## src/rtl/puf_ctrl_pkg.sv

```systemverilog
// -----------------------------------------------------------------------------
// puf_ctrl_pkg
// Shared definitions for the arbiter-PUF challenge/response controller:
//   - state_t       : controller state enum with fixed encodings
//   - RESP_W_DEF    : default number of responses packed per output word
//   - CNT_W_DEF     : default width of the CRP count
//   - nbits_w()     : width of a "valid bits in word" field for a given word
//                     size (must hold the value RESP_W itself)
// -----------------------------------------------------------------------------
package puf_ctrl_pkg;

    localparam int STATE_W    = 3;
    localparam int RESP_W_DEF = 32;
    localparam int CNT_W_DEF  = 16;

    typedef enum logic [STATE_W-1:0] {
        S_IDLE    = 3'd0,
        S_STEP    = 3'd1,
        S_LAUNCH  = 3'd2,
        S_SETTLE  = 3'd3,
        S_CAPTURE = 3'd4,
        S_EMIT    = 3'd5,
        S_DONE    = 3'd6
    } state_t;

    // A word holding RESP_W responses needs a count field that can say RESP_W,
    // hence one bit more than the bit index.
    function automatic int nbits_w(input int resp_w);
        return $clog2(resp_w) + 1;
    endfunction

endpackage

```

## src/rtl/puf_resp_packer.sv

```systemverilog
// -----------------------------------------------------------------------------
// puf_resp_packer
// Collects 1-bit arbiter responses into a RESP_W-bit word, first response in
// bit 0. Unwritten high bits stay 0, so a partial word is zero-padded.
// Ports:
//   clk, rst     : clock, asynchronous active-low reset
//   clr          : empty the word and zero the bit count (has priority)
//   wr_en        : store bit_in at position bit_cnt and advance bit_cnt
//   bit_in       : response bit to store
//   data         : packed word
//   bit_cnt      : number of responses currently held
//   full         : only the top slot is left, so the next write fills the word
// -----------------------------------------------------------------------------
module puf_resp_packer
    import puf_ctrl_pkg::*;
#(
    parameter int RESP_W = RESP_W_DEF
) (
    input  logic                       clk,
    input  logic                       rst,
    input  logic                       clr,
    input  logic                       wr_en,
    input  logic                       bit_in,
    output logic [RESP_W-1:0]          data,
    output logic [nbits_w(RESP_W)-1:0] bit_cnt,
    output logic                       full
);

    localparam int NB_W = nbits_w(RESP_W);

    // NOTE: the packed word is an ordinary register, not a RAM, so it is
    // reset together with the count; that keeps out_data at 0 out of reset.
    // NOTE: sequential state is updated with non-blocking assignments only, so
    // every flop samples the pre-edge value of every other flop.
    always_ff @(posedge clk or negedge rst) begin
        if (!rst) begin
            data    <= '0;
            bit_cnt <= '0;
        end else if (clr) begin
            data    <= '0;
            bit_cnt <= '0;
        end else if (wr_en) begin
            // OR-in a one-hot shifted response; slots are only ever written once
            // between clears, so OR is equivalent to a bit assignment.
            data    <= data | (RESP_W'(bit_in) << bit_cnt);
            bit_cnt <= bit_cnt + NB_W'(1);
        end
    end

    assign full = (bit_cnt == NB_W'(RESP_W - 1));

endmodule

```

## src/rtl/puf_crp_controller.sv

```systemverilog
// -----------------------------------------------------------------------------
// puf_crp_controller
// Sequences the arbiter-PUF challenge path: steps the external challenge LFSR
// once per CRP, latches the post-step challenge onto the PUF mux selects,
// fires the race, waits SETTLE_CYCLES, samples the arbiter response and packs
// responses into RESP_W-bit words delivered over a valid/ready port.
// Ports:
//   clk, rst        : clock, asynchronous active-low reset
//   start, num_crp  : begin a run of num_crp CRPs (accepted only when idle)
//   abort           : end any run, back to idle next cycle, no done pulse
//   lfsr_step       : one-cycle LFSR advance
//   chal_in         : current LFSR challenge
//   puf_launch      : one-cycle race launch
//   chal_out        : challenge held on the PUF mux selects
//   puf_resp        : arbiter output
//   out_valid/ready : packed-word handshake
//   out_data        : packed responses, first response in bit 0
//   out_nbits       : valid bits in out_data
//   out_last        : word is the final one of the run
//   busy            : any state other than idle
//   done            : one-cycle pulse at normal run end
// -----------------------------------------------------------------------------
module puf_crp_controller
    import puf_ctrl_pkg::*;
#(
    parameter int N             = 32,
    parameter int RESP_W        = RESP_W_DEF,
    parameter int SETTLE_CYCLES = 8,
    parameter int CNT_W         = CNT_W_DEF
) (
    input  logic                       clk,
    input  logic                       rst,
    input  logic                       start,
    input  logic                       abort,
    input  logic [CNT_W-1:0]           num_crp,
    output logic                       lfsr_step,
    input  logic [N-1:0]               chal_in,
    output logic                       puf_launch,
    output logic [N-1:0]               chal_out,
    input  logic                       puf_resp,
    output logic                       out_valid,
    input  logic                       out_ready,
    output logic [RESP_W-1:0]          out_data,
    output logic [nbits_w(RESP_W)-1:0] out_nbits,
    output logic                       out_last,
    output logic                       busy,
    output logic                       done
);

    localparam int SET_W = (SETTLE_CYCLES > 1) ? $clog2(SETTLE_CYCLES) : 1;

    state_t           state_q;
    state_t           state_d;
    logic [CNT_W-1:0] num_crp_q;
    logic [CNT_W-1:0] crp_cnt_q;
    logic [SET_W-1:0] settle_q;

    logic pk_clr;
    logic pk_wr;
    logic pk_full;
    logic crp_last;   // the CRP being captured now is the last of the run
    logic word_last;  // every CRP of the run has been captured

    assign crp_last  = ((crp_cnt_q + CNT_W'(1)) == num_crp_q);
    assign word_last = (crp_cnt_q == num_crp_q);

    // ------------------------------------------------------------------------
    // State register
    // ------------------------------------------------------------------------
    always_ff @(posedge clk or negedge rst) begin
        if (!rst) begin
            state_q <= S_IDLE;
        end else begin
            state_q <= state_d;
        end
    end

    // ------------------------------------------------------------------------
    // Next state and state-decoded outputs. Outputs depend on state_q only,
    // so out_ready never reaches out_valid combinationally.
    // ------------------------------------------------------------------------
    always_comb begin
        // NOTE: every signal written here gets a default first, so no path
        // through the case statement can leave one unassigned and infer a latch.
        state_d    = state_q;
        lfsr_step  = 1'b0;
        puf_launch = 1'b0;
        out_valid  = 1'b0;
        out_last   = 1'b0;
        busy       = (state_q != S_IDLE);
        done       = 1'b0;

        unique case (state_q)
            S_IDLE: begin
                if (start) begin
                    state_d = (num_crp == '0) ? S_DONE : S_STEP;
                end
            end
            S_STEP: begin
                lfsr_step = 1'b1;
                state_d   = S_LAUNCH;
            end
            S_LAUNCH: begin
                puf_launch = 1'b1;
                state_d    = S_SETTLE;
            end
            S_SETTLE: begin
                if (settle_q == '0) begin
                    state_d = S_CAPTURE;
                end
            end
            S_CAPTURE: begin
                state_d = (pk_full || crp_last) ? S_EMIT : S_STEP;
            end
            S_EMIT: begin
                out_valid = 1'b1;
                out_last  = word_last;
                if (out_ready) begin
                    state_d = word_last ? S_DONE : S_STEP;
                end
            end
            S_DONE: begin
                done    = 1'b1;
                state_d = S_IDLE;
            end
            default: begin
                state_d = S_IDLE;
            end
        endcase

        // Abort wins over start and over a same-cycle handshake.
        if (abort) begin
            state_d = S_IDLE;
        end
    end

    // ------------------------------------------------------------------------
    // Run counters, settle timer and the held challenge. Nothing here moves
    // in an abort cycle, which is what keeps chal_out unchanged on abort.
    // ------------------------------------------------------------------------
    always_ff @(posedge clk or negedge rst) begin
        if (!rst) begin
            num_crp_q <= '0;
            crp_cnt_q <= '0;
            settle_q  <= '0;
            chal_out  <= '0;
        end else if (!abort) begin
            unique case (state_q)
                S_IDLE: begin
                    if (start) begin
                        num_crp_q <= num_crp;
                        crp_cnt_q <= '0;
                    end
                end
                S_LAUNCH: begin
                    // chal_in already reflects the step taken in S_STEP.
                    chal_out <= chal_in;
                    settle_q <= SET_W'(SETTLE_CYCLES - 1);
                end
                S_SETTLE: begin
                    if (settle_q != '0) begin
                        settle_q <= settle_q - SET_W'(1);
                    end
                end
                S_CAPTURE: begin
                    crp_cnt_q <= crp_cnt_q + CNT_W'(1);
                end
                default: begin
                end
            endcase
        end
    end

    // ------------------------------------------------------------------------
    // Response packer: cleared on an accepted start and on each handshake,
    // written once per CAPTURE.
    // ------------------------------------------------------------------------
    assign pk_clr = !abort && (((state_q == S_IDLE) && start) ||
                               ((state_q == S_EMIT) && out_ready));
    assign pk_wr  = !abort && (state_q == S_CAPTURE);

    puf_resp_packer #(
        .RESP_W (RESP_W)
    ) u_packer (
        .clk     (clk),
        .rst     (rst),
        .clr     (pk_clr),
        .wr_en   (pk_wr),
        .bit_in  (puf_resp),
        .data    (out_data),
        .bit_cnt (out_nbits),
        .full    (pk_full)
    );

endmodule

```

## config.mk

```make
export PLATFORM = sky130hd
export DESIGN_NAME = puf_crp_controller
export DESIGN_NICKNAME = d
export VERILOG_FILES = /design/src/rtl/puf_ctrl_pkg.sv /design/src/rtl/puf_resp_packer.sv /design/src/rtl/puf_crp_controller.sv
export SDC_FILE = /design/constraint.sdc
export NUM_CORES = 1
export LEC_CHECK = 0
export CAP_MARGIN = 20
export CORE_ASPECT_RATIO = 1.75
export CORE_MARGIN = 5
export CORE_UTILIZATION = 48
export DETAILED_ROUTE_END_ITERATION = 6
export DONT_BUFFER_PORTS = 1
export GPL_TIMING_DRIVEN = 1
export PLACE_DENSITY = 0.59
export SETUP_SLACK_MARGIN = 0.3
export SLEW_MARGIN = 20
export SYNTH_ARGS = -nofsm -noshare
export SYNTH_HDL_FRONTEND = slang
export SYNTH_SLANG_ARGS = --single-unit
```

## constraint.sdc

```tcl
create_clock -name clk -period 2.4 [get_ports clk]
set_input_delay 0.48 -clock clk [delete_from_list [all_inputs] [get_ports clk]]
set_output_delay 0.48 -clock clk [all_outputs]
set_load 0.005 [all_outputs]
```

=== Yosys cells after proc, flatten, opt, wreduce, memory -nomap -nowiden ===
Cells that the tools add are included.

* Register bits after elaboration: 108
* Latch bits: 0
* Memory bits (writable): 0
* ROM bits: 0
* Output and inout bits: 76
* Logic and storage cells: 68
* Memories kept: 0

* $add $sub $neg: 3
* $mul: 0
* Div/mod/pow operators: 0
* Order comparisons: 0
* Equality and inequality tests: 14
* Shift-type cells: 1
* Multiplexer cells: 21
* Bitwise gates (word level): 2
* Reduce and logical (&&, ||, !) cells: 20

{| class="wikitable"
|+ Operators with widths
! operator !! number
|-
| $mux 32 || 2
|-
| $eq 16x16->1 || 2
|-
| $or 32x32->32 || 1
|-
| $pmux 16 s2 || 1
|-
| $shl 1x6->32 || 1
|-
| $mux 3 || 8
|-
| $pmux 3 s6 || 1
|-
| $add 16x1->16 const B || 1
|-
| $logic_not 16->1 || 1
|-
| $mux 16 || 1
|-
| $mux 6 || 2
|-
| $reduce_and 3->1 || 4
|-
| $eq 3x3->1 const B || 3
|-
| $ne 3x3->1 const B || 3
|-
| $add 6x1->6 const B || 1
|-
| $eq 3x2->1 const B || 2
|-
| $eq 6x5->1 const B || 1
|-
| $logic_not 3->1 || 2
|-
| $pmux 3 s2 || 1
|-
| $reduce_bool 2->1 || 3
|-
| $reduce_bool 3->1 || 2
|-
| $mux 1 || 5
|-
| $logic_and 1x1->1 || 4
|-
| $ne 2x2->1 const B || 2
|-
| 6 further kinds || 7
|}

=== Depth between registers and ports, before layout ===
Gate-level depths: netlist of the first run.

* Depth in word-level cells: 6
* Mapped depth: 9
* Depth with buffers taken out: 9

=== Hierarchy ===
Synthesis of the first run repeated with hierarchy kept, for this count alone.

* Cells, all modules: 488
* Area total of the unflattened synthesis: 5,308.8 µm²

{| class="wikitable"
|+ By module, submodules not included
! module !! times used !! cells each !! area an instance (µm²) !! seq. area each (µm²)
|-
| puf_crp_controller || 1 || 331 || 3,568.4 || 1,751.7
|-
| puf_resp_packer || 1 || 157 || 1,740.4 || 950.9
|}

=== Worst setup path after synthesis of the first run ===
OpenSTA, ideal clock, no wires.

* Path type: register to register
* From: reg crp_cnt_q[0]
* To: reg state_q[2]
* Setup time: 87 ps
* Data arrival time: 1,916 ps
* Required time: 2,313 ps
* Slack: 397 ps
* Stages on the path, launching flop included: 9
* Period minus slack after synthesis: 2,003 ps
* Cell sequence: dfrtp_1 > ha_1 > clkbuf_1 > xor3_1 > o32ai_1 > a221oi_1 > a2111oi_0 > o2111ai_1 > o211ai_1

* Cells in the longest elaborated chain, start to end: 6

{| class="wikitable"
|+ Ends and longest elaborated chain
! element !! RTL line !! text
|-
| start, declared || puf_crp_controller.sv:55 || <nowiki>logic [CNT_W-1:0] crp_cnt_q;</nowiki>
|-
| start signal, assigned || puf_crp_controller.sv:166 || <nowiki>crp_cnt_q <= crp_cnt_q + CNT_W'(1);</nowiki>
|-
| $add 16x1->16 || puf_crp_controller.sv:64 || <nowiki>assign crp_last = ((crp_cnt_q + CNT_W'(1)) == num_crp_q);</nowiki>
|-
| $eq 16x16->1 || puf_crp_controller.sv:64 ||
|-
| $logic_or 1x1->1 || puf_crp_controller.sv:113 || <nowiki>state_d = (pk_full || crp_last) ? S_EMIT : S_STEP;</nowiki>
|-
| $mux 3 || puf_crp_controller.sv:113 ||
|-
| $pmux 3 s6 * || puf_crp_controller.sv:93 || <nowiki>unique case (state_q)</nowiki>
|-
| $mux 3 * || puf_crp_controller.sv:132 || <nowiki>if (abort) begin</nowiki>
|-
| end signal, assigned || puf_crp_controller.sv:74 || <nowiki>state_q <= state_d;</nowiki>
|-
| end, declared || puf_crp_controller.sv:52 || <nowiki>state_t state_q;</nowiki>
|}

Every way passes the cells marked *; elsewhere a longest branch is shown, timed or not. The select of a mux whose other input is x is not followed.
A chain may end at the register's enable or synchronous reset.

=== Final worst setup path of the first run ===
* From: reg num_crp_q[10]
* To: out out_last

* Cells in the longest elaborated chain, start to end: 2

{| class="wikitable"
|+ Ends and longest elaborated chain
! element !! RTL line !! text
|-
| start, declared || puf_crp_controller.sv:54 || <nowiki>logic [CNT_W-1:0] num_crp_q;</nowiki>
|-
| start signal, assigned || puf_crp_controller.sv:151 || <nowiki>num_crp_q <= num_crp;</nowiki>
|-
| $eq 16x16->1 || puf_crp_controller.sv:65 || <nowiki>assign word_last = (crp_cnt_q == num_crp_q);</nowiki>
|-
| $mux 1 || puf_crp_controller.sv:93 ||
|-
| end, declared || puf_crp_controller.sv:45 || <nowiki>output logic out_last,</nowiki>
|}

Every way passes these cells.

==> impl_metrics.prom, run 1 <==
# TYPE chip_impl_metric gauge
chip_impl_metric{name="synth_xor_area_frac",unit=""} 0.05587
chip_impl_metric{name="globalRouteMet2Util",unit=""} 0.3573
chip_impl_metric{name="num_io_pins",unit=""} 130
chip_impl_metric{name="arrival",unit="ns"} 1.78
chip_impl_info{name="yosys_most_used_dff",value="dfrtp_1"} 1
chip_impl_metric{name="globalRouteMet1Util",unit=""} 0.2279
chip_impl_info{name="cp-start-kind",value="flop"} 1
chip_impl_metric{name="synth-adder-area-share",unit=""} 0.009758
chip_impl_metric{name="hold_slack",unit="ns"} -0.1800
chip_impl_metric{name="hold_violations",unit=""} 108
chip_impl_metric{name="flip_flop_and_latch_count_after_synthesis",unit=""} 108
chip_impl_metric{name="num_antenna_cells",unit=""} 0
chip_impl_metric{name="core_area",unit="µm²"} 10570
chip_impl_metric{name="die_area",unit="µm²"} 12930
chip_impl_metric{name="post-synth-top-area-fraction",unit=""} 0.5270
chip_impl_metric{name="final_setup_vio_count",unit=""} 0
chip_impl_metric{name="antenna_found_initial",unit=""} 0
chip_impl_metric{name="initial_core_util",unit=""} 0.4851
chip_impl_metric{name="grt_use_total",unit=""} 0.2039
chip_impl_metric{name="number_of_instances_in_the_synthesized_netlist",unit=""} 478
chip_impl_metric{name="clock_insertion_delay_worst_skew",unit="ns"} 0.35
chip_impl_info{name="tritoncts",value="yes"} 1
chip_impl_metric{name="crit_required",unit="ns"} 1.92
chip_impl_info{name="failed_checks",value="negative hold slack"} 1
chip_impl_metric{name="antenna_violating_nets_post_route",unit=""} 0
chip_impl_metric{name="worst-path-max-fanout",unit=""} 3
chip_impl_metric{name="routed-via-count",unit=""} 3645
chip_impl_metric{name="post_drt_via_cell_ratio",unit=""} 5.860
chip_impl_metric{name="simple_gate_share_of_the_synthesized_area",unit=""} 0.1732
chip_impl_metric{name="gp_routability_congestion",unit=""} 0.8527
chip_impl_info{name="cp-end-kind",value="primary output"} 1
chip_impl_info{name="synth.cells.most_frequent",value="108 x dfrtp_1, 58 x nor2_1, 48 x mux2_2"} 1
chip_impl_metric{name="report.final.slew_viol_count",unit=""} 0
chip_impl_metric{name="numClockSinks",unit=""} 108
chip_impl_metric{name="die_y",unit="µm"} 146.7
chip_impl_info{name="worstHoldPathType",value="in -> async"} 1
chip_impl_metric{name="wirelength",unit="mm"} 12.84
chip_impl_info{name="grt_setup_unrepaired",value="yes"} 1
chip_impl_metric{name="path_clk_slew",unit="ns"} 0.07
chip_impl_metric{name="leakage",unit="nW"} 2.552
chip_impl_metric{name="dp_cells",unit=""} 600
chip_impl_metric{name="use_met3",unit=""} 0.05612
chip_impl_metric{name="final_period_minus_worst_setup_slack",unit="ns"} 2.259
chip_impl_metric{name="final_min_period_over_clock_period",unit=""} 0.9413
chip_impl_metric{name="synth.mux.area_fraction",unit=""} 0.1193
chip_impl_metric{name="worst_clock_skew",unit="ns"} 0.008732
chip_impl_metric{name="synth_area_per_cell",unit="µm²"} 10.73
chip_impl_metric{name="yosysSeqAreaShare",unit=""} 0.5270
chip_impl_info{name="yosysMostFrequentCell",value="dfrtp_1"} 1
chip_impl_metric{name="max_freq",unit="MHz"} 442.6
chip_impl_metric{name="syn2layout_area_growth",unit="%"} 12.98
chip_impl_info{name="synth_largest_area_cell",value="dfrtp_1"} 1
chip_impl_metric{name="detailedRoute.firstPassIterationCount",unit=""} 4
chip_impl_metric{name="power.density_cell_area",unit="nW/µm²"} 848.1
chip_impl_metric{name="tritoncts.num_buffers",unit=""} 9
chip_impl_metric{name="cap_violations",unit=""} 0
chip_impl_info{name="timing.setup.critical_path_class",value="reg -> out"} 1
chip_impl_metric{name="ctsLongestPathBuffers",unit=""} 2
chip_impl_metric{name="post_route_insts_no_fill",unit=""} 622
chip_impl_metric{name="placement.setup.worst_slack",unit="ns"} 0.1330
chip_impl_metric{name="wire_per_inst",unit="µm"} 20.65
chip_impl_metric{name="gr-total-overflow",unit=""} 0
chip_impl_metric{name="fin_setup_tns",unit="ns"} 0
chip_impl_metric{name="floorplan.die.width",unit="µm"} 88.14
chip_impl_metric{name="postSynth.asyncResetShare",unit=""} 1.000
chip_impl_metric{name="drt_iter0_markers",unit=""} 136
chip_impl_info{name="synth.area.top_cells",value="dfrtp_1 53%, mux2_2 11%, nor2_1 4.2%"} 1
chip_impl_metric{name="max-slew-margin-rel",unit=""} 0.6171
chip_impl_metric{name="timing.final.ws_setup",unit="ns"} 0.1408
chip_impl_metric{name="first_pass_grt_wire_length",unit="mm"} 20.32
chip_impl_info{name="synth_top_family_by_area",value="simple AND/OR/NAND/NOR gates"} 1
chip_impl_metric{name="number_of_global_route_vias_before_repair",unit=""} 3892
chip_impl_metric{name="synth-edff-count",unit=""} 0
chip_impl_metric{name="filler_cell_count",unit=""} 936
chip_impl_metric{name="detail_route.drc_violations",unit=""} 0
chip_impl_metric{name="nNetsFinal",unit=""} 546
chip_impl_info{name="status",value="complete, but fails checks"} 1
chip_impl_metric{name="p_total",unit="mW"} 4.914
chip_impl_info{name="most_crowded_layer_gr",value="met2"} 1
chip_impl_metric{name="synth.lib_cells_used.distinct",unit=""} 54
chip_impl_metric{name="post_route_cells_drive_above_1_share",unit=""} 0.2337
chip_impl_metric{name="ys_warn_count",unit=""} 0
chip_impl_metric{name="port-buffer-count",unit=""} 0
chip_impl_metric{name="max-vdd-ir-drop",unit="V"} 0.0004750
chip_impl_metric{name="place_hpwl",unit="mm"} 9.392
chip_impl_metric{name="pin_count_of_the_biggest_net_entering_global_routing",unit=""} 109
chip_impl_metric{name="timing_worst_slew_pin_value",unit="ns"} 0.5692
chip_impl_metric{name="placement_rows",unit=""} 50
chip_impl_metric{name="cts_max_level",unit=""} 3
chip_impl_metric{name="share_of_the_synthesized_area_in_compound_gates_ao_oa_aoi_oai",unit=""} 0.09051
chip_impl_info{name="cell_chosen_for_the_clock_root",value="clkbuf_16"} 1
chip_impl_metric{name="mappedNetlistArea",unit="µm²"} 5129
chip_impl_metric{name="synth.net_count",unit=""} 536
-- report_power, final --
part           internal, mW  leakage [nW]  switching (mW)  total, mW
Sequential             2.22          1.39           0.342       2.56
Clock                 0.712         0.138           0.674       1.39
Combinational         0.548          1.02           0.420      0.968
Total                  3.48          2.55            1.44       4.91
-- sequential cells by signal, summed over array words and instances, names as in the netlist --
| signal | cells |
|---|---|
| chal_out | 32 |
| crp_cnt_q | 16 |
| num_crp_q | 16 |
| settle_q | 3 |
| state_q | 3 |
| u_packer.bit_cnt | 6 |
| u_packer.data | 32 |
-- cell type report --
type                    count  area [µm²]  share of cell area
clock inverters             6       47.55            0.008206
inverters                   6       22.52            0.003887
clock buffers               9       225.2             0.03887
well taps                 130       162.7             0.02807
flip-flops and latches    108        2710              0.4677
multi-input cells         339        2404              0.4148
repair buffers             24       222.7             0.03844
-- per-stage QoR --
| step | cell area [µm²] | utilization |
|---|---|---|
| after CTS | 5698 | 0.5389 |
| after floorplan | 5129 | - |
| after global placement | 5338 | 0.5049 |
| final | 5794 | 0.5480 |
| after global routing | 5794 | 0.5480 |
| after detailed placement | 5338 | 0.5049 |
-- per-layer routing --
metal | up-vias | wire length (µm) | share of wire
met2 | 114 | 7120 | 0.55
met4 | 0 | 365 | 0.028
li1 | 1702 | - | -
met1 | 1805 | 4469 | 0.35
met3 | 24 | 887 | 0.069
met5 | - | 0 | 0
-- critical path, stage by stage, from the launching register on --
cell,delay [ns]
dfrtp_1,0.42
xor2_1,0.20
nor4_2,0.34
nand4_1,0.18
nor3_2,0.14
buf_4,0.15
-- logic make-up (layout without fill, tap and decap cells) --
family          after synthesis  after routing
fa+ha+maj                     4              4
mux                          55             55
flops                       108            108
buf+inv                      31             45
compound gates               77             77
xor+xnor                     31             31
simple gates                172            172
-- worst paths after layout --
path	start	end	slack (ns)	cells past startpoint
max in group asynchronous	rst	crp_cnt_q[2]	2.36	0
setup reg to reg	state_q[1]	crp_cnt_q[6]	0.34	5
setup / recovery	num_crp_q[10]	out_last	0.14	5
min in group clk	num_crp[7]	num_crp_q[7]	0.28	1
hold reg to reg	crp_cnt_q[10]	crp_cnt_q[10]	0.52	1
hold / removal	rst	u_packer.data[8]	-0.18	0
-- cells in the final DEF (no fill, tap or decap), drive strengths merged, types with 7 or more instances in the layout --
cell type,instances
dfrtp,108
nor2,59
mux2,49
a21oi,38
nand2,32
buf,23
xor2,18
o21ai,16
xnor2,12
nor3,12
nand4,11
clkbuf,10
inv,9
nor4,8
and2,7
nor2b,7
nor3b,7
-- timing repair --
action / in CTS / in global routing
resized for setup: 12 / 11
setup endpoints to repair: 19 / 33
pin swaps: 5 / 4
setup buffers: 3 / 3
gates cloned: 0 / 1
hold endpoints to repair: 108 / 108
No activity file was read; power rests on OpenSTA's default activity.
==> inputs of run 2 (changes only) <==
- ABC_AREA: not set -> 1
==> run 2 against run 1 <==
- final area is 0.26% higher
- the flow still finishes with violations (negative hold slack)
- total power is 10% higher
- die area is 2.6% higher
- flip-flop and latch count is the same
- combinational power increased by 37%
- global-route usage increased by 0.79 points
- area after synthesis up 2.8%
- clock power increased by 5%
- critical endpoint unchanged
==> impl_metrics.prom, run 2 <==
# TYPE chip_impl_metric gauge
chip_impl_metric{name="gr-total-overflow",unit=""} 0
chip_impl_metric{name="final_period_minus_worst_setup_slack",unit="ns"} 2.089
chip_impl_metric{name="fin_setup_tns",unit="ns"} 0
chip_impl_metric{name="final_setup_vio_count",unit=""} 0
chip_impl_metric{name="arrival",unit="ns"} 1.61
chip_impl_metric{name="grt_use_total",unit=""} 0.2118
chip_impl_info{name="cp-end-kind",value="primary output"} 1
chip_impl_metric{name="syn2layout_area_growth",unit="%"} 10.15
chip_impl_metric{name="antenna_violating_nets_post_route",unit=""} 0
chip_impl_metric{name="pin_count_of_the_biggest_net_entering_global_routing",unit=""} 109
chip_impl_info{name="grt_setup_unrepaired",value="yes"} 1
chip_impl_metric{name="first_pass_grt_wire_length",unit="mm"} 21.80
chip_impl_metric{name="routed-via-count",unit=""} 4155
chip_impl_info{name="layout.cells.most_common_list",value="134 x nand2_1, 108 x dfrtp_1, 73 x inv_1, 71 x nor2_1, 44 x a21oi_1"} 1
chip_impl_info{name="failed_checks",value="negative hold slack"} 1
chip_impl_metric{name="synth.lib_cells_used.distinct",unit=""} 33
chip_impl_info{name="biggest_regs",value="chal_out: 32 flops, u_packer.data: 32 flops"} 1
chip_impl_metric{name="finalInstanceArea",unit="µm²"} 5809
chip_impl_info{name="critical_path.reg2reg.endpoint",value="state_q[2]"} 1
chip_impl_metric{name="nNetsFinal",unit=""} 690
chip_impl_metric{name="core_area",unit="µm²"} 10760
chip_impl_metric{name="p_int",unit="mW"} 3.574
chip_impl_metric{name="ys_warn_count",unit=""} 0
chip_impl_metric{name="power.density_cell_area",unit="nW/µm²"} 932.0
chip_impl_info{name="synth.area.top_cells",value="dfrtp_1 51%, nand2_1 9.7%, mux2_2 6.2%"} 1
chip_impl_metric{name="place_hpwl",unit="mm"} 10.09
chip_impl_metric{name="post_drt_via_cell_ratio",unit=""} 5.417
chip_impl_metric{name="cap_violations",unit=""} 0
chip_impl_metric{name="dpl_cell_area",unit="µm²"} 5410
chip_impl_info{name="yosys_most_used_dff",value="dfrtp_1"} 1
chip_impl_metric{name="seqPwrFrac",unit=""} 0.483
chip_impl_info{name="timing.setup.critical_path_class",value="reg -> out"} 1
chip_impl_info{name="synth.cells.most_frequent",value="136 x nand2_1, 108 x dfrtp_1, 76 x nor2_1"} 1
chip_impl_info{name="yosysMostFrequentCell",value="nand2_1"} 1
chip_impl_metric{name="comb_power_share",unit=""} 0.247
chip_impl_metric{name="hold_slack",unit="ns"} -0.1791
chip_impl_metric{name="clock_insertion_delay_worst_skew",unit="ns"} 0.35
chip_impl_metric{name="total_switching_power",unit="mW"} 1.840
chip_impl_metric{name="hold_violations",unit=""} 108
chip_impl_metric{name="port-buffer-count",unit=""} 0
chip_impl_metric{name="post_route_cells_drive_above_1_share",unit=""} 0.1429
chip_impl_metric{name="detailedRoute.firstPassIterationCount",unit=""} 4
chip_impl_metric{name="detail_route.drc_violations",unit=""} 0
chip_impl_metric{name="die_area",unit="µm²"} 13270
chip_impl_metric{name="drt_iter0_markers",unit=""} 178
chip_impl_metric{name="final_min_period_over_clock_period",unit=""} 0.8705
chip_impl_metric{name="power_switching_share",unit=""} 0.3399
chip_impl_metric{name="postSynth.asyncResetShare",unit=""} 1.000
chip_impl_metric{name="num_io_pins",unit=""} 130
chip_impl_metric{name="synth_area_per_cell",unit="µm²"} 8.506
chip_impl_metric{name="numClockSinks",unit=""} 108
chip_impl_info{name="critical_path.reg2reg.startpoint",value="crp_cnt_q[1]"} 1
chip_impl_metric{name="max_freq",unit="MHz"} 478.7
chip_impl_metric{name="max-vdd-ir-drop",unit="V"} 0.0005903
chip_impl_metric{name="r2r_setup_slack",unit="ns"} 0.50
chip_impl_metric{name="report.final.slew_viol_count",unit=""} 0
chip_impl_metric{name="tritoncts.num_buffers",unit=""} 9
chip_impl_metric{name="max-slew-margin-rel",unit=""} 0.6874
chip_impl_info{name="cell_chosen_for_the_clock_root",value="clkbuf_16"} 1
chip_impl_metric{name="num_antenna_cells",unit=""} 0
chip_impl_metric{name="wirelength",unit="mm"} 13.27
chip_impl_metric{name="mappedNetlistArea",unit="µm²"} 5274
chip_impl_metric{name="path_clk_slew",unit="ns"} 0.08
chip_impl_metric{name="clock_power_share",unit=""} 0.270
chip_impl_metric{name="layout.core_utilization",unit=""} 0.5399
chip_impl_metric{name="number_of_instances_in_the_synthesized_netlist",unit=""} 620
chip_impl_metric{name="timing_worst_slew_pin_value",unit="ns"} 0.4653
chip_impl_metric{name="die_y",unit="µm"} 148.7
chip_impl_metric{name="antenna_found_initial",unit=""} 0
chip_impl_info{name="most_common_cell_after_layout_fill_and_taps_aside",value="nand2_1"} 1
chip_impl_info{name="cp-start-kind",value="flop"} 1
chip_impl_info{name="status",value="complete, but fails checks"} 1
chip_impl_metric{name="worst_clock_skew",unit="ns"} 0.01267
chip_impl_metric{name="floorplan.die.width",unit="µm"} 89.24
chip_impl_info{name="worstHoldPathType",value="in -> async"} 1
chip_impl_metric{name="yosysSeqAreaShare",unit=""} 0.5125
chip_impl_info{name="synth_largest_area_cell",value="dfrtp_1"} 1
chip_impl_metric{name="placement_rows",unit=""} 50
chip_impl_metric{name="filler_cell_count",unit=""} 1027
chip_impl_info{name="tritoncts",value="yes"} 1
chip_impl_metric{name="crit_required",unit="ns"} 1.92
chip_impl_metric{name="synth-edff-count",unit=""} 0
chip_impl_metric{name="number_of_global_route_vias_before_repair",unit=""} 4344
chip_impl_metric{name="multi_input_comb_area",unit="µm²"} 2207
chip_impl_metric{name="layout.area.seq",unit="µm²"} 2703
chip_impl_metric{name="gp_routability_congestion",unit=""} 0.8900
chip_impl_metric{name="initial_core_util",unit=""} 0.4901
chip_impl_metric{name="cts_max_level",unit=""} 3
chip_impl_metric{name="synth.net_count",unit=""} 678
chip_impl_metric{name="ctsLongestPathBuffers",unit=""} 2
chip_impl_metric{name="worst-path-max-fanout",unit=""} 3
chip_impl_metric{name="post-synth-top-area-fraction",unit=""} 0.5125
chip_impl_info{name="startpoint_of_the_worst_setup_timing_path",value="num_crp_q[14]"} 1
chip_impl_metric{name="flip_flop_and_latch_count_after_synthesis",unit=""} 108
chip_impl_metric{name="leakage",unit="nW"} 2.829
chip_impl_metric{name="p_total",unit="mW"} 5.414
chip_impl_metric{name="wire_per_inst",unit="µm"} 17.30
chip_impl_metric{name="rr_worst_depth",unit=""} 15
## run 2: final cells by class
class                      instances  share of cell area
tap                              130             0.02800
clock buffer                      10             0.03941
timing repair buffer              18             0.02541
clock inverter                     6             0.01163
sequential                       108              0.4652
multi-input combinational        417              0.3799
inverter                          78             0.05040
## run 2: critical path, stage by stage, from the launching register on
cell	delay, ns
dfrtp_1	0.41
xnor2_1	0.31
nand4_1	0.16
nor2_2	0.18
nand3_2	0.14
inv_2	0.09
## run 2: what timing repair did
item                                   4_1_cts  5_1_grt
gates resized for setup                      4        8
pin swaps                                    1        3
endpoints found under the hold margin      108      108
setup endpoints to repair                    1       37
setup buffers                                4        4
gates cloned                                 0        0
## run 2: worst max-delay path by stage
stage          depth (start not counted)            to  slack (ns)
2_1_floorplan                         13    state_q[2]        0.78
3_3_place_gp                           5   chal_out[0]        0.43
3_5_place_dp                           6  chal_out[28]        0.33
4_1_cts                                5      out_last        0.30
5_1_grt                                7      out_last        0.19
6_report                               5      out_last        0.31
## run 2: kinds of logic (layout without fill, tap and decap cells)
| logic type | count (synthesis) | after routing | share of synthesized area |
|---|---|---|---|
| AOI/OAI and AO/OA | 89 | 89 | 0.08920 |
| xor gates and xnor gates | 7 | 7 | 0.01163 |
| adders and majority gates | 4 | 4 | 0.009490 |
| buffers and inverters | 95 | 112 | 0.07473 |
| DFF | 108 | 108 | 0.5125 |
| muxes | 32 | 32 | 0.06833 |
| and+or+nand+nor | 285 | 285 | 0.2342 |
## run 2: power by group through the flow
| stage | Clock, mW | Sequential (mW) | Combinational [mW] |
|---|---|---|---|
| 3_3_place_gp | 0 | 2.65 | 1.27 |
| 2_1_floorplan | 0 | 2.54 | 1.05 |
| 3_5_place_dp | 0 | 2.66 | 1.31 |
| 4_1_cts | 1.49 | 2.63 | 1.32 |
| 5_1_grt | 1.59 | 2.68 | 1.53 |
| 6_report | 1.46 | 2.62 | 1.33 |
## run 2: metrics by stage
step | cells | worst slack, ns
2_1_floorplan | 620 | 0.7768
3_3_place_gp | 743 | 0.4256
3_5_place_dp | 743 | 0.3279
4_1_cts | 763 | 0.3022
5_1_grt | 767 | 0.1911
6_report | 767 | 0.3108
## run 2: layer usage
layer | GRT usage | part of all wire | vias up
met4 | 0.07228 | 0.027 | 0
met1 | 0.2340 | 0.36 | 1987
li1 | - | - | 2034
met2 | 0.3733 | 0.55 | 107
met5 | 0 | 0 | -
met3 | 0.06763 | 0.066 | 27
==> inputs of run 3 (changes only) <==
- ABC_AREA: 1 -> 0
- CAP_MARGIN: 20 -> 10
==> results of run 3 <==
The final DEF is identical to that of run 1; final timing and power are the same.
==> patch 1 (config.mk and constraints of run 2) <==
The 7 states of `state_t` get a one-hot encoding in 7 bits.
--- a/src/rtl/puf_ctrl_pkg.sv
+++ b/src/rtl/puf_ctrl_pkg.sv
@@ -15,10 +15,10 @@
 
-    typedef enum logic [STATE_W-1:0] {
-        S_IDLE    = 3'd0,
-        S_STEP    = 3'd1,
-        S_LAUNCH  = 3'd2,
-        S_SETTLE  = 3'd3,
-        S_CAPTURE = 3'd4,
-        S_EMIT    = 3'd5,
-        S_DONE    = 3'd6
+    typedef enum logic [6:0] {
+        S_IDLE    = 7'b0000001,
+        S_STEP    = 7'b0000010,
+        S_LAUNCH  = 7'b0000100,
+        S_SETTLE  = 7'b0001000,
+        S_CAPTURE = 7'b0010000,
+        S_EMIT    = 7'b0100000,
+        S_DONE    = 7'b1000000
     } state_t;
Behaviour: same outputs for any inputs over 4 cycles, from zero or initial values and one cycle with rst low; so few cycles prove little.
==> patch 1 against run 2 <==
  * The flow still finishes with violations (hold timing)
  * Largest cell class unchanged
  * Sequential cell count grew 4
  * Wire length grew 2.6%
  * Critical path depth grew 2
  * Non-clock buffer count shrank 8
  * Highest routed layer unchanged
  * Synthesized area grew 4.6%
  * Synthesized cell count shrank 0.97%
  * Cell area grew 3.9%
  * Total power shrank 8.2%
  * Setup slack gained 0.0031 ns
==> patch 1: results <==
metrics = {
    "power_and_ir_drop": {
        "p_leak_nw": 2.93,
        "total_switching_power_mw": 1.64,
        "ir_drop_uv": 424,
    },
    "global_routing": {
        "vias_in_the_first_global_route": 4387,
        "grt_first_pass_wirelength_um": 22600,
        "grt_max_degree": 113,
        "gr-usage-all-layers_pct": 20.4,
    },
    "sta": {
        "whs_ns": -0.183,
        "fin_worst_skew_ns": 0.00921,
        "worst_pin_slew_ns": 0.522,
        "final-hold-violation-count": 111,
    },
    "routing": {
        "drt_wl_total_um": 13600,
        "drtPass1Iterations": 4,
        "routed_via_density": 5.47,
        "dr_iter_0_viols": 302,
    },
    "finish": {
        "antenna_cells": 0,
        "finish.net_count": 676,
        "drive_gt1_share_pct": 15.6,
    },
    "setup_path": {
        "worst_path_arrival_time_ns": 1.61,
        "slowest_stage": "sky130_fd_sc_hd__dfrtp_1",
        "crit_path_max_fanout": 5,
    },
    "run_status": {
        "outcome": "finished with violations",
        "violated_checks": "hold timing",
    },
    "yosys": {
        "synth_top_cells_by_area": "sky130_fd_sc_hd__dfrtp_1 (50%), sky130_fd_sc_hd__nand2_1 (6.9%), sky130_fd_sc_hd__mux2_2 (6.5%)",
        "synth_edf_count": 0,
        "syn_nets": 672,
        "synth_compound_area_share_pct": 7.76,
        "post-synth-top-area-fraction_pct": 50.4,
        "synth_sequential_area_ratio_pct": 50.8,
        "yosys-top-cells-count": "sky130_fd_sc_hd__dfrtp_1 (111), sky130_fd_sc_hd__nand2_1 (102), sky130_fd_sc_hd__nor2_1 (86)",
        "post_synth_fa_ha_maj_area_fraction_pct": 0.907,
        "yosys.area_share.xor_xnor_pct": 4.29,
        "synth.distinct_cells": 35,
        "synth.mux.area_fraction_pct": 6.53,
    },
    "placed_design": {
        "dp_worst_setup_slack_ns": 0.430,
        "buffer_ports.inserted": 0,
        "gp_congestion": 0.935,
        "post-dp-hpwl_um": 10400,
    },
    "clocking": {
        "clockRootBuffer": "sky130_fd_sc_hd__clkbuf_16",
    },
}
## patch 1: routing by layer
metal | up-vias | GRT usage [%] | routed length (µm)
met5 | - | 0 | 0
met4 | 0 | 10.7 | 497
met3 | 29 | 6.67 | 1010
met2 | 131 | 35.0 | 7210
met1 | 1969 | 21.9 | 4890
li1 | 2003 | - | -
## patch 1: stage by stage
stage	utilization, %	instance area, µm²	power [mW]	hold slack, ns	std cells
finish	53.7	6030	4.97	-0.183	755
global route	53.7	6030	5.29	-0.202	755
CTS	53.5	6000	5.02	-0.194	754
detailed placement	50.2	5630	3.44	0.191	736
global placement	50.2	5630	3.42	0.190	736
floorplan	-	5520	3.14	0.184	614
## patch 1: power by group through the flow
| stage | Clock [mW] | Sequential (mW) | Combinational (mW) |
|---|---|---|---|
| after floorplan | 0 | 2.33 | 0.812 |
| after global placement | 0 | 2.41 | 1.02 |
| after detailed placement | 0 | 2.41 | 1.04 |
| after CTS | 1.55 | 2.38 | 1.09 |
| after global routing | 1.64 | 2.42 | 1.23 |
| final | 1.50 | 2.37 | 1.09 |
## patch 1: path summary, 6_finish.rpt
kind / slack [ns] / cells past startpoint / start / end
min in group clk: 0.23 / 1 / start / state_q[0]
min: -0.18 / 0 / rst / u_packer.data[28]
max reg2reg: 0.44 / 10 / crp_cnt_q[1] / state_q[1]
max: 0.31 / 7 / crp_cnt_q[2] / out_last
max in group asynchronous: 2.33 / 0 / rst / state_q[0]
min reg2reg: 0.49 / 1 / settle_q[0] / settle_q[0]
## patch 1: layout make-up
cell class,instances,area (µm²)
Timing Repair Buffer,10,75.1
Clock buffer,9,225
Inverter,75,284
Fill cell,1051,5200
Clock inverter,7,81.3
Multi-Input combinational cell,410,2400
Tap cell,132,165
Sequential cell,112,2810
## patch 1: repair_timing
action / 4_1_cts / 5_1_grt
endpoints found under the hold margin: 112 / 111
setup endpoints to repair: 1 / 10
pin swaps: 1 / 2
resized for setup: 9 / 6
buffers inserted: 2 / 1
## patch 1: cell families after synthesis
| family | Yosys count |
|---|---|
| buffers and inverters | 92 |
| flip-flops | 112 |
| AND/OR/NAND/NOR | 265 |
| XOR/XNOR | 27 |
| AO/OA/AOI/OAI | 82 |
| adder cells (fa/ha/maj) | 4 |
| multiplexers | 32 |
==> patch 2 (flow settings as in run 2) <==
Without the edit above. Set the parameter `SETTLE_CYCLES` to 4 (it was 8).
--- a/src/rtl/puf_crp_controller.sv
+++ b/src/rtl/puf_crp_controller.sv
@@ -27,3 +27,3 @@
     parameter int RESP_W        = RESP_W_DEF,
-    parameter int SETTLE_CYCLES = 8,
+    parameter int SETTLE_CYCLES = 4,
     parameter int CNT_W         = CNT_W_DEF
Check against the original RTL: not equivalent (a bounded check fails within 10 cycles, from zero or initial values and one cycle with rst low).
==> patch 2 against run 2 <==
  * The flow still finishes with violations (hold timing)
  * Critical path depth up 1
  * Combinational power increased by 11%
  * Global-route usage down 0.70 points
  * Clock power increased by 7%
  * Synthesized area is 2.3% higher
  * Wire length rose by 1.5%
  * Setup slack got worse by 0.013 ns
  * Cell area rose by 1.7%
  * Total power rose by 5.2%
  * Clock skew decreased by 0.0048 ns
  * Sequential cell count fell by 1
  * Sequential power up 2%
  * Non-clock buffer count fell by 7
  * Critical path type unchanged
  * Largest cell class unchanged
  * Highest routed layer unchanged
==> patch 2: results <==
metrics = {
    "clocking": {
        "clock_path_buffers": 2,
        "clockRootBuffer": "sky130_fd_sc_hd__clkbuf_16",
        "h_tree_depth_reported_by_cts": 3,
        "worst_skew_pair.late_latency_ns": 0.35,
    },
    "global_routing": {
        "vias_in_the_first_global_route": 4248,
        "grt_first_pass_wirelength_um": 22100,
        "grt_max_degree": 108,
        "gr-usage-all-layers_pct": 20.5,
    },
    "sta": {
        "fin_worst_skew_ns": 0.00788,
        "worst_pin_slew_ns": 0.758,
        "final-hold-violation-count": 107,
        "whs_ns": -0.182,
    },
    "placed_design": {
        "post-dp-hpwl_um": 9990,
        "dp_worst_setup_slack_ns": 0.453,
        "gp_congestion": 0.988,
    },
    "yosys": {
        "synth_top_cells_by_area": "sky130_fd_sc_hd__dfrtp_1 (50%), sky130_fd_sc_hd__nand2_1 (8.1%), sky130_fd_sc_hd__nor2_1 (4.9%)",
        "syn_nets": 658,
        "synthesis.yosys.warnings": 0,
        "post_synth_fa_ha_maj_area_fraction_pct": 0.696,
        "synth.distinct_cells": 37,
        "synth_sequential_area_ratio_pct": 49.6,
        "synthArstFlopShare_pct": 100,
        "yosys-top-cells-count": "sky130_fd_sc_hd__nand2_1 (117), sky130_fd_sc_hd__dfrtp_1 (107), sky130_fd_sc_hd__nor2_1 (71)",
        "synth.mux.area_fraction_pct": 7.38,
        "synth_compound_area_share_pct": 8.98,
        "yosys.area_share.xor_xnor_pct": 3.09,
    },
    "setup_path": {
        "crit_path_max_fanout": 2,
        "path_delay_family": "simple AND/OR/NAND/NOR gates",
        "worst_r2r_path_depth": 12,
        "crit_path_max_incr_delay_ns": 0.44,
        "slowest_stage": "sky130_fd_sc_hd__dfrtp_1",
    },
    "routing": {
        "dr_iter_0_viols": 244,
        "vias": 4052,
        "drt_wl_total_um": 13500,
    },
    "power_and_ir_drop": {
        "ir_drop_uv": 489,
        "p_leak_nw": 2.89,
    },
    "run_status": {
        "violated_checks": "hold timing",
        "outcome": "finished with violations",
    },
    "finish": {
        "antenna_cells": 0,
        "drive_gt1_share_pct": 15.9,
    },
}
[patch 2: cell types whose count changed in the layout (fill, tap and decap cells not counted), sizes merged, moves of 4 or more]
cell   delta
xnor2     +6
buf       -7
inv       -8
xor2      +6
nand2    -15
nor2      -4
[patch 2: logic make-up (layout without fill, tap and decap cells)]
| family | after synthesis | in the layout |
|---|---|---|
| DFF | 107 | 107 |
| and+or+nand+nor | 263 | 263 |
| xor gates and xnor gates | 19 | 19 |
| adders and majority gates | 3 | 3 |
| buffers and inverters | 87 | 97 |
| AOI/OAI and AO/OA | 90 | 90 |
| muxes | 32 | 32 |
[patch 2: final timing paths]
path,from,endpoint,slack [ns]
hold reg to reg,settle_q[0],settle_q[0],0.48
setup / recovery,num_crp_q[10],out_last,0.30
max in group asynchronous,rst,crp_cnt_q[10],2.40
setup reg to reg,crp_cnt_q[2],state_q[2],0.49
hold / removal,rst,chal_out[2],-0.18
min in group clk,num_crp[9],num_crp_q[9],0.24
[patch 2: metrics by stage]
stage	power, mW	cells	hold WS, ns	util, %	area [µm²]
6_report	5.70	743	-0.182	53.2	5910
5_1_grt	6.03	743	-0.199	53.2	5910
4_1_cts	5.71	740	-0.192	52.6	5840
3_5_place_dp	4.10	723	0.188	49.4	5490
3_3_place_gp	4.06	723	0.187	49.4	5490
2_1_floorplan	3.72	601	0.184	-	5390
[patch 2: layout make-up]
class	count	area, µm²
inverters	70	265
repair buffers	11	95.1
multi-input cells	407	2390
clock buffers	10	229
well taps	132	165
flip-flops and latches	107	2680
clock inverters	6	83.8
fillers	1060	5190
[patch 2: layer usage]
layer | vias to the layer above | wire, µm | global-route usage, %
li1 | 1955 | - | -
met1 | 1944 | 4920 | 22.3
met2 | 123 | 7160 | 36.1
met3 | 30 | 989 | 7.30
met4 | 0 | 399 | 8.35
met5 | - | 0 | 0
[patch 2: repair_timing]
item / CTS / global route
hold endpoints to repair: 107 / 107
gates cloned: 0 / 0
pin swaps: 2 / 3
endpoints found under the setup margin: 1 / 7
gates resized for setup: 8 / 12
buffers inserted: 1 / 3
[patch 2: power by group]
part / leakage [nW] / switching, mW / internal (mW)
Combinational: 1.35 / 0.778 / 0.691
Sequential: 1.39 / 0.417 / 2.25
Clock: 0.152 / 0.723 / 0.837
Total: 2.89 / 1.92 / 3.78
